### config.mk
export PLATFORM = sky130hd
export DESIGN_NAME = stack_alu_ctrl
export DESIGN_NICKNAME = d
export VERILOG_FILES = /design/src/rtl/stack_alu_pkg.sv /design/src/rtl/stack_alu_ctrl_alu.sv /design/src/rtl/stack_alu_ctrl.sv
export SDC_FILE = /design/constraint.sdc
export NUM_CORES = 1
export LEC_CHECK = 0
export CORE_MARGIN = 2
export CORE_UTILIZATION = 45
export DETAILED_ROUTE_END_ITERATION = 8
export SLEW_MARGIN = 10
export SYNTH_ARGS = -nofsm -noshare
export SYNTH_HDL_FRONTEND = slang
export SYNTH_HIERARCHICAL = 1
export SYNTH_SLANG_ARGS = --single-unit
### constraint.sdc
create_clock -name clk -period 3.8 [get_ports clk]
set_input_delay 0.57 -clock clk [delete_from_list [all_inputs] [get_ports clk]]
set_output_delay 0.57 -clock clk [all_outputs]
set_load 0.02 [all_outputs]
### src/rtl/stack_alu_pkg.sv
// Shared encodings for the stack sequencer: command kinds, ALU selects, FSM states.
package stack_alu_pkg;

    localparam logic [1:0] KIND_PUSH  = 2'd0;
    localparam logic [1:0] KIND_POP   = 2'd1;
    localparam logic [1:0] KIND_ALU   = 2'd2;
    localparam logic [1:0] KIND_CLEAR = 2'd3;

    localparam logic [3:0] SEL_ADD  = 4'd0;
    localparam logic [3:0] SEL_AND  = 4'd1;
    localparam logic [3:0] SEL_OR   = 4'd2;
    localparam logic [3:0] SEL_XOR  = 4'd3;
    localparam logic [3:0] SEL_NOT  = 4'd4;
    localparam logic [3:0] SEL_NEG  = 4'd5;
    localparam logic [3:0] SEL_SHR  = 4'd6;
    localparam logic [3:0] SEL_SAR  = 4'd7;
    localparam logic [3:0] SEL_SHL  = 4'd8;
    localparam logic [3:0] SEL_PASS = 4'd9;

    typedef enum logic [2:0] {
        IDLE,
        RD_B,
        RD_A,
        EXEC,
        WB,
        RESP
    } state_t;

    function automatic logic is_unary(input logic [3:0] sel);
        return (sel == SEL_NOT) || (sel == SEL_NEG) || (sel == SEL_PASS);
    endfunction

    function automatic logic is_legal(input logic [3:0] sel);
        return sel <= SEL_PASS;
    endfunction

endpackage

### src/rtl/stack_alu_ctrl_alu.sv
// Shared 8-bit combinational ALU datapath. Results wrap modulo 256; shifts use the full 8-bit b.
module alu (
    input  logic [7:0] a,
    input  logic [7:0] b,
    input  logic [3:0] sel,
    output logic [7:0] q
);

    always_comb begin
        q = '0;
        case (sel)
            4'd0:    q = a + b;
            4'd1:    q = a & b;
            4'd2:    q = a | b;
            4'd3:    q = a ^ b;
            4'd4:    q = ~a;
            4'd5:    q = -a;
            4'd6:    q = a >> b;
            4'd7:    q = $unsigned($signed(a) >>> b);
            4'd8:    q = a << b;
            4'd9:    q = a;
            default: q = '0;
        endcase
    end

endmodule

### src/rtl/stack_alu_ctrl.sv
// Stack-machine sequencer: owns the operand stack, pops operands into the alu, pushes results,
// and returns one response per command.
module stack_alu_ctrl
    import stack_alu_pkg::*;
#(
    parameter int DEPTH = 16,
    parameter int DW    = 8
) (
    input  logic                     clk,
    input  logic                     rst,
    input  logic                     cmd_valid,
    output logic                     cmd_ready,
    input  logic [1:0]               cmd_kind,
    input  logic [3:0]               cmd_sel,
    input  logic [DW-1:0]            cmd_imm,
    output logic                     rsp_valid,
    output logic [DW-1:0]            rsp_data,
    output logic                     rsp_err,
    output logic [$clog2(DEPTH):0]   depth
);

    localparam int AW = $clog2(DEPTH);
    localparam logic [AW:0] FULL = (AW+1)'(DEPTH);
    localparam logic [AW:0] ONE  = (AW+1)'(1);
    localparam logic [AW:0] TWO  = (AW+1)'(2);

    state_t          r_state, w_next;
    logic [AW:0]     r_sp;
    logic [DW-1:0]   r_mem [DEPTH];
    logic [1:0]      r_kind;
    logic [3:0]      r_sel, r_alu_sel;
    logic [DW-1:0]   r_a, r_b, r_res, r_rsp_data;
    logic            r_rsp_err;
    logic            w_accept, w_err;
    logic [AW-1:0]   w_rd_idx;
    logic [DW-1:0]   w_tos, w_alu_q;

    assign w_accept = cmd_valid & cmd_ready;
    // sp == DEPTH aliases to index 0, so minus one still lands on the top entry
    assign w_rd_idx = r_sp[AW-1:0] - AW'(1);
    assign w_tos    = r_mem[w_rd_idx];
    assign depth    = r_sp;
    assign rsp_data = r_rsp_data;
    assign rsp_err  = r_rsp_err;

    always_comb begin
        w_err = 1'b0;
        case (cmd_kind)
            KIND_PUSH: w_err = (r_sp == FULL);
            KIND_POP:  w_err = (r_sp == '0);
            KIND_ALU: begin
                if (!is_legal(cmd_sel))     w_err = 1'b1;
                else if (is_unary(cmd_sel)) w_err = (r_sp == '0);
                else                        w_err = (r_sp < TWO);
            end
            default:   w_err = 1'b0;
        endcase
    end

    always_ff @(posedge clk) begin
        if (rst) r_state <= IDLE;
        else     r_state <= w_next;
    end

    always_comb begin
        w_next = r_state;
        case (r_state)
            IDLE: begin
                if (w_accept) begin
                    if (w_err) w_next = RESP;
                    else begin
                        case (cmd_kind)
                            KIND_PUSH: w_next = WB;
                            KIND_POP:  w_next = RD_A;
                            KIND_ALU:  w_next = is_unary(cmd_sel) ? RD_A : RD_B;
                            default:   w_next = RESP;
                        endcase
                    end
                end
            end
            RD_B:    w_next = RD_A;
            RD_A:    w_next = (r_kind == KIND_POP) ? RESP : EXEC;
            EXEC:    w_next = WB;
            WB:      w_next = RESP;
            RESP:    w_next = IDLE;
            default: w_next = IDLE;
        endcase
    end

    always_comb begin
        cmd_ready = (r_state == IDLE);
        rsp_valid = (r_state == RESP);
    end

    always_ff @(posedge clk) begin
        if (rst) begin
            r_sp       <= '0;
            r_kind     <= KIND_PUSH;
            r_sel      <= SEL_PASS;
            r_alu_sel  <= SEL_PASS;
            r_a        <= '0;
            r_b        <= '0;
            r_res      <= '0;
            r_rsp_data <= '0;
            r_rsp_err  <= 1'b0;
        end else begin
            // select is registered so the alu sees pass everywhere but EXEC
            r_alu_sel <= (w_next == EXEC) ? r_sel : SEL_PASS;
            case (r_state)
                IDLE: begin
                    if (w_accept) begin
                        r_kind <= cmd_kind;
                        r_sel  <= cmd_sel;
                        r_res  <= cmd_imm;
                        if (w_err) begin
                            r_rsp_data <= '0;
                            r_rsp_err  <= 1'b1;
                        end else if (cmd_kind == KIND_CLEAR) begin
                            r_sp       <= '0;
                            r_rsp_data <= '0;
                            r_rsp_err  <= 1'b0;
                        end
                    end
                end
                RD_B: begin
                    r_b  <= w_tos;
                    r_sp <= r_sp - ONE;
                end
                RD_A: begin
                    r_a  <= w_tos;
                    r_sp <= r_sp - ONE;
                    if (r_kind == KIND_POP) begin
                        r_rsp_data <= w_tos;
                        r_rsp_err  <= 1'b0;
                    end
                end
                EXEC: r_res <= w_alu_q;
                WB: begin
                    r_sp       <= r_sp + ONE;
                    r_rsp_data <= r_res;
                    r_rsp_err  <= 1'b0;
                end
                default: ;
            endcase
        end
    end

    always_ff @(posedge clk) begin
        if (!rst && r_state == WB) r_mem[r_sp[AW-1:0]] <= r_res;
    end

    alu u_alu (
        .a   (r_a),
        .b   (r_b),
        .sel (r_alu_sel),
        .q   (w_alu_q)
    );

endmodule

==> results of run 1 <==
layer usage:
metal / share of wire [%] / global-route usage, % / vias to the layer above
li1: - / - / 3219
met1: 43 / 32.97 / 3495
met2: 48 / 39.75 / 304
met3: 6.1 / 4.127 / 53
met4: 2.7 / 9.065 / 0
met5: 0 / 0 / -
power by group:
| group | internal (mW) | switching [mW] |
|---|---|---|
| Sequential | 2.36 | 0.428 |
| Combinational | 1.34 | 1.89 |
| Clock | 0.904 | 0.895 |
| Total | 4.60 | 3.22 |
layout make-up:
class	instances	area [um^2]	share of cell area, %
tap	275	344.1	3.153
sequential	179	4866	44.59
clock buffer	17	425.4	3.898
inverter	29	108.9	0.9975
timing repair buffer	53	478.0	4.380
multi-input combinational	565	4487	41.11
clock inverter	15	203.9	1.869
tightest hold or removal path, stage by stage, from the launching register on:
cell                      delay, ns
sky130_fd_sc_hd__dfxtp_1       0.31
sky130_fd_sc_hd__nand2_1       0.05
sky130_fd_sc_hd__a21oi_1       0.05
state kept, by name (all words and copies together) (netlist names):
name / cells
depth: 5
r_a: 8
r_alu_sel: 4
r_b: 8
r_kind: 2
r_mem: 128
r_res: 8
r_sel: 4
r_state: 3
rsp_data: 8
rsp_err: 1
worst paths after layout:
check,end,cells after the start
setup / recovery,rsp_data[4],7
hold reg to reg,r_sel[1],2
setup reg to reg,rsp_data[4],7
hold / removal,r_sel[1],2
kinds of logic (layout without fill, tap and decap cells):
family,after synthesis,after routing,share of synthesized area [%]
multiplexers,98,98,14.02
XOR/XNOR,16,16,1.590
flip-flops,179,179,49.84
AND/OR/NAND/NOR,252,252,13.36
AO/OA/AOI/OAI,168,168,12.87
buffers and inverters,87,114,4.192
adder cells (fa/ha/maj),31,31,4.128
synth_stat cells (all sizes together), types with 20 or more instances:
cell type	number
clkbuf	28
dfxtp	51
nand2	90
mux2i	64
ha	29
nor2	49
inv	27
edfxtp	128
a21oi	35
mux4	28
buf	30
o21ai	23
a311oi	20
per-stage QoR:
| step | hold WS [ns] | instances | util [%] |
|---|---|---|---|
| 5_1_grt | 0.4890 | 1133 | 51.59 |
| 3_3_place_gp | 0.4551 | 1101 | 48.61 |
| 6_report | 0.4634 | 1133 | 51.59 |
| 3_5_place_dp | 0.4447 | 1101 | 48.61 |
| 4_1_cts | 0.4625 | 1133 | 51.59 |
| 2_1_floorplan | 0.4191 | 831 | - |
==> flow_summary.yaml, run 1 <==
run_status:
  status: "finished clean"
drt:
  via_per_inst: 6.241
  route.detailed.drc: 0
  detailroute.via_count: 7071
  drtIter0Drc: 549
  wire_per_inst_um: 24.02
  first_pass_detailed_route_iteration_total: 5
  final_routed_wirelength_across_all_metal_layers_mm: 27.21
  antenna_left: 0
die:
  num_io_pins: 33
  chipWidth_um: 151.3
  floorplan.rows: 53
  core_region_area_um2: 21150
  die_area_um2: 22880
  floorplan.die.height_um: 151.3
  start_util_pct: 46.14
synthesis:
  netlist-cell-type-count: 88
  syn-num-nets: 879
  postSynthAreaPerCell_um2: 11.75
  synth_area_um2: 9761
  asyncSetResetFlopFracSynth_pct: 0
  post-synth-top-area-fraction_pct: 39.38
  syn_inst: 831
  yosysSeqAreaShare_pct: 49.84
  synth-warning-count: 6
  synth_flop_cell: "sky130_fd_sc_hd__edfxtp_1"
  synth-edff-count: 128
  postSynthRegisterBits: 179
  synthTopCellsByArea: "sky130_fd_sc_hd__edfxtp_1 39%, sky130_fd_sc_hd__dfxtp_1 10%, sky130_fd_sc_hd__mux2i_1 6.6%"
  synth.largest_area_cell: "sky130_fd_sc_hd__edfxtp_1"
layout:
  design.final.nets: 893
  fillers: 1784
  antennaDiodeCount: 0
  layout-area-overhead-vs-synth_pct: 11.81
  most_frequent_standard_cell_in_the_layout_excluding_fill_and_tap_cells: "sky130_fd_sc_hd__edfxtp_1"
  finish.instance_area_um2: 10910
  final_cell_mix: "128 x sky130_fd_sc_hd__edfxtp_1, 90 x sky130_fd_sc_hd__nand2_1, 64 x sky130_fd_sc_hd__mux2i_1"
  layout-drive-gt1-share_pct: 12.12
critical_path:
  critPathMaxFanout: 19
  path_buf_inv: 2
  worst-setup-path-type: "reg -> reg"
  cp-start-kind: "flip-flop"
  setup.worst_path.start: "depth[1]"
  crit-reg2reg-launch: "depth[1]"
  critical-path-top-delay-family: "adder cells"
  cpMaxStageDelayCell: "sky130_fd_sc_hd__ha_1"
  critical_path.cell_chain: "inv_1, ha_1, buf_4, mux4_1, mux2i_1, nand2_1, a311oi_2"
  worst_ep_arrival_time_ns: 3.36
  ff2ff_setup_slack_ns: 0.78
  cp-end-kind: "flip-flop"
  timing.critical_path.required_ns: 4.15
  cp_slowest_stage_delay_ns: 0.91
clock_network:
  tritoncts.num_buffers: 17
  postCtsSetupRepairBufs: 0
  clock_latency_ns: 0.45
  cts.path.max_buffers: 2
  cts-hold-fix-buffers: 0
  clock_sinks: 179
  cts_tree: "yes"
  cts_resized: 0
  cts_max_level: 4
  clock_transition_at_the_register_clock_pins_on_the_worst_setup_and_hold_paths_after_cts_ns: 0.08
  clock-root-buffer: "sky130_fd_sc_hd__clkbuf_16"
placed_design:
  gp_congestion: 0.9420
  detailedPlacementHpwl_mm: 19.03
  placed_cell_area_um2: 10280
  placement.io_buffers: 32
  post-place-ws_ns: 0.8269
timing:
  fin_ws_ns: 0.7842
  rsz0062_at_grt: "false"
  slew_headroom_pct: 28.00
  timing.fmax_mhz: 331.6
  final.setup.tns_ns: 0
  drv_slew: 0
  skew_ns: 0.02247
  worstMarginPinSlew_ns: 1.072
  timing.final.crit_share_pct: 79.36
  timing.final.setup_violations: 0
  final_period_minus_worst_setup_slack_ns: 3.016
  hold_viol_final: 0
worst_hold_path:
  min_delay_startpoint: "r_sel[1]"
  holdCritPathClass: "reg -> reg"
pwr:
  vdd.ir_drop.worst_uv: 353.5
  overall_power_mw: 7.819
  p_per_area_nw_per_um2: 716.5
  power.static_leakage_nw: 3.723
global_route:
  first_pass_grt_wire_length_mm: 41.01
  grt.overflow.total: 0
  track_usage_pct: 24.44
  grt_pass1_vias: 6778
  maximum_number_of_pins_on_one_net_before_global_route_repair: 54
  initial_antenna_violation_count: 0
job:
  maxCapViolCount: 0
Note: power is estimated with default switching activity, not from simulation.
==> run 2, diff against run 1 <==
Clock period 3.8 ns to 3.1 ns, I/O delays scaled along.
==> run 2 against run 1 <==
  * Flip-flop and latch count stayed put
  * Clock power grew 22%
  * Maximum frequency rose by 9.3%
  * Setup slack lost 0.44 ns
  * Cell count grew 2.8%
  * Power is 23% higher
  * Critical path type unchanged
  * Largest cell class unchanged
  * Highest routed layer unchanged
==> flow_summary.yaml, run 2 (synthesis results as in run 1) <==
run_status:
  status: "finished clean"
drt:
  final_routed_wirelength_across_all_metal_layers_mm: 27.23
  route.detailed.drc: 0
  drtIter0Drc: 675
  via_per_inst: 6.144
  wire_per_inst_um: 23.38
  detailroute.via_count: 7158
  antenna_left: 0
  first_pass_detailed_route_iteration_total: 5
critical_path:
  cp-start-kind: "flip-flop"
  path_buf_inv: 1
  cp-end-kind: "flip-flop"
  ff2ff_setup_slack_ns: 0.34
  reg2reg_to: "depth[4]"
  crit-reg2reg-launch: "r_state[1]"
  critical_path.cell_chain: "or3_1, inv_1, fa_1, nor2b_1, o21a_1, or3_1, a21bo_2, a211oi_1"
  reg2reg_depth: 8
  worst_ep_arrival_time_ns: 3.10
  critical-path-top-delay-family: "simple AND/OR/NAND/NOR gates"
  critPathMaxFanout: 13
  timing.critical_path.required_ns: 3.44
  cpMaxStageDelayCell: "sky130_fd_sc_hd__or3_1"
  worst-setup-path-type: "reg -> reg"
  cp_slowest_stage_delay_ns: 0.59
  worst_path_most_repeated_cell: "sky130_fd_sc_hd__or3_1"
placed_design:
  detailedPlacementHpwl_mm: 19.08
  placement.io_buffers: 32
  gp_congestion: 0.9681
  placed_cell_area_um2: 10540
die:
  chipWidth_um: 151.3
  core_region_area_um2: 21150
  start_util_pct: 46.14
  floorplan.rows: 53
  num_io_pins: 33
  die_area_um2: 22880
  floorplan.die.height_um: 151.3
layout:
  layout-drive-gt1-share_pct: 15.06
  antennaDiodeCount: 0
  final_cell_mix: "128 x sky130_fd_sc_hd__edfxtp_1, 90 x sky130_fd_sc_hd__nand2_1, 64 x sky130_fd_sc_hd__mux2i_1"
  design.final.nets: 925
  largest_register_ff_count: 128
  finish.instance_area_um2: 11140
  layout-area-overhead-vs-synth_pct: 14.09
  most_frequent_standard_cell_in_the_layout_excluding_fill_and_tap_cells: "sky130_fd_sc_hd__edfxtp_1"
pwr:
  overall_power_mw: 9.610
  vdd.ir_drop.worst_uv: 442.3
  p_per_area_nw_per_um2: 863.0
  power.static_leakage_nw: 3.877
timing:
  timing.final.setup_violations: 0
  final_period_minus_worst_setup_slack_ns: 2.760
  timing.fmax_mhz: 362.3
  hold_viol_final: 0
  worstMarginPinSlew_ns: 1.052
  final.setup.tns_ns: 0
  timing.final.crit_share_pct: 89.04
  rsz0062_at_grt: "false"
  slew_headroom_pct: 29.34
  drv_slew: 0
  skew_ns: 0.01345
global_route:
  grt.overflow.total: 0
  track_usage_pct: 24.76
  maximum_number_of_pins_on_one_net_before_global_route_repair: 54
  initial_antenna_violation_count: 0
  grt_pass1_vias: 7064
  first_pass_grt_wire_length_mm: 42.03
clock_network:
  cts_max_level: 4
  cts.path.max_buffers: 2
  cts_tree: "yes"
  postCtsSetupRepairBufs: 0
  tritoncts.num_buffers: 17
  clock_transition_at_the_register_clock_pins_on_the_worst_setup_and_hold_paths_after_cts_ns: 0.07
  clock_sinks: 179
  clock_latency_ns: 0.43
  cts_resized: 0
  clock-root-buffer: "sky130_fd_sc_hd__clkbuf_16"
  cts-hold-fix-buffers: 0
job:
  maxCapViolCount: 0
worst_hold_path:
  min_delay_path_depth: 2
  holdCritPathClass: "reg -> reg"
  min_delay_startpoint: "r_kind[0]"
  worstHoldEndpoint: "r_kind[0]"
[run 2: cell types whose count changed in the layout (fill, tap and decap cells not counted), sizes merged]
cell | before | now
buf | 21 | 53
clkinvlp | 0 | 2
inv | 32 | 33
clkbuf | 17 | 19
clkinv | 12 | 5
bufinv | 0 | 2
[run 2: final cells by class]
class,count,area (um^2)
Clock buffer,19,432.9
Clock inverter,13,166.4
Fill cell,1840,10020
Inverter,29,108.9
Multi-Input combinational cell,565,4487
Sequential cell,179,4866
Tap cell,275,344.1
Timing Repair Buffer,85,730.7
[run 2: report_power, final]
part / switching [mW] / leakage [nW] / internal [mW] / total (mW)
Sequential: 0.373 / 1.60 / 2.89 / 3.26
Combinational: 2.45 / 2.00 / 1.70 / 4.15
Clock: 0.975 / 0.286 / 1.22 / 2.19
[run 2: per-layer routing]
layer / wire [um] / track usage [%] / vias up
li1: - / - / 3282
met1: 11800 / 33.06 / 3563
met2: 13430 / 41.52 / 272
met3: 1442 / 3.855 / 41
met4: 555 / 7.897 / 0
met5: 0 / 0 / -
[run 2: how the worst max path moves through the flow]
stage                            from           to  slack, ns  cells past startpoint
after global placement     r_state[1]     depth[4]       0.43                      8
final                      r_state[1]     depth[4]       0.34                      8
after global routing       r_state[1]     depth[4]       0.20                      8
after detailed placement  cmd_kind[0]  rsp_data[3]       0.36                      7
after CTS                  r_state[1]     depth[4]       0.36                      8
after floorplan              depth[0]  rsp_data[7]       0.23                      9
[run 2: worst reg2reg max path, delay by kind of cell, from the launching register on]
kind,cells,cell delay [ns]
compound gates,3,0.61
fa+ha+maj,1,0.29
buf+inv,1,0.34
flops,1,0.46
simple gates,3,0.98
[run 2: per-stage QoR]
stage	cells	utilization (%)	hold slack, ns	setup WS [ns]
floorplan	831	-	0.4191	0.2290
global placement	1133	49.81	0.4508	0.4276
detailed placement	1133	49.81	0.4595	0.3570
CTS	1165	52.64	0.4698	0.3596
global route	1165	52.64	0.4912	0.1994
finish	1165	52.64	0.4699	0.3397
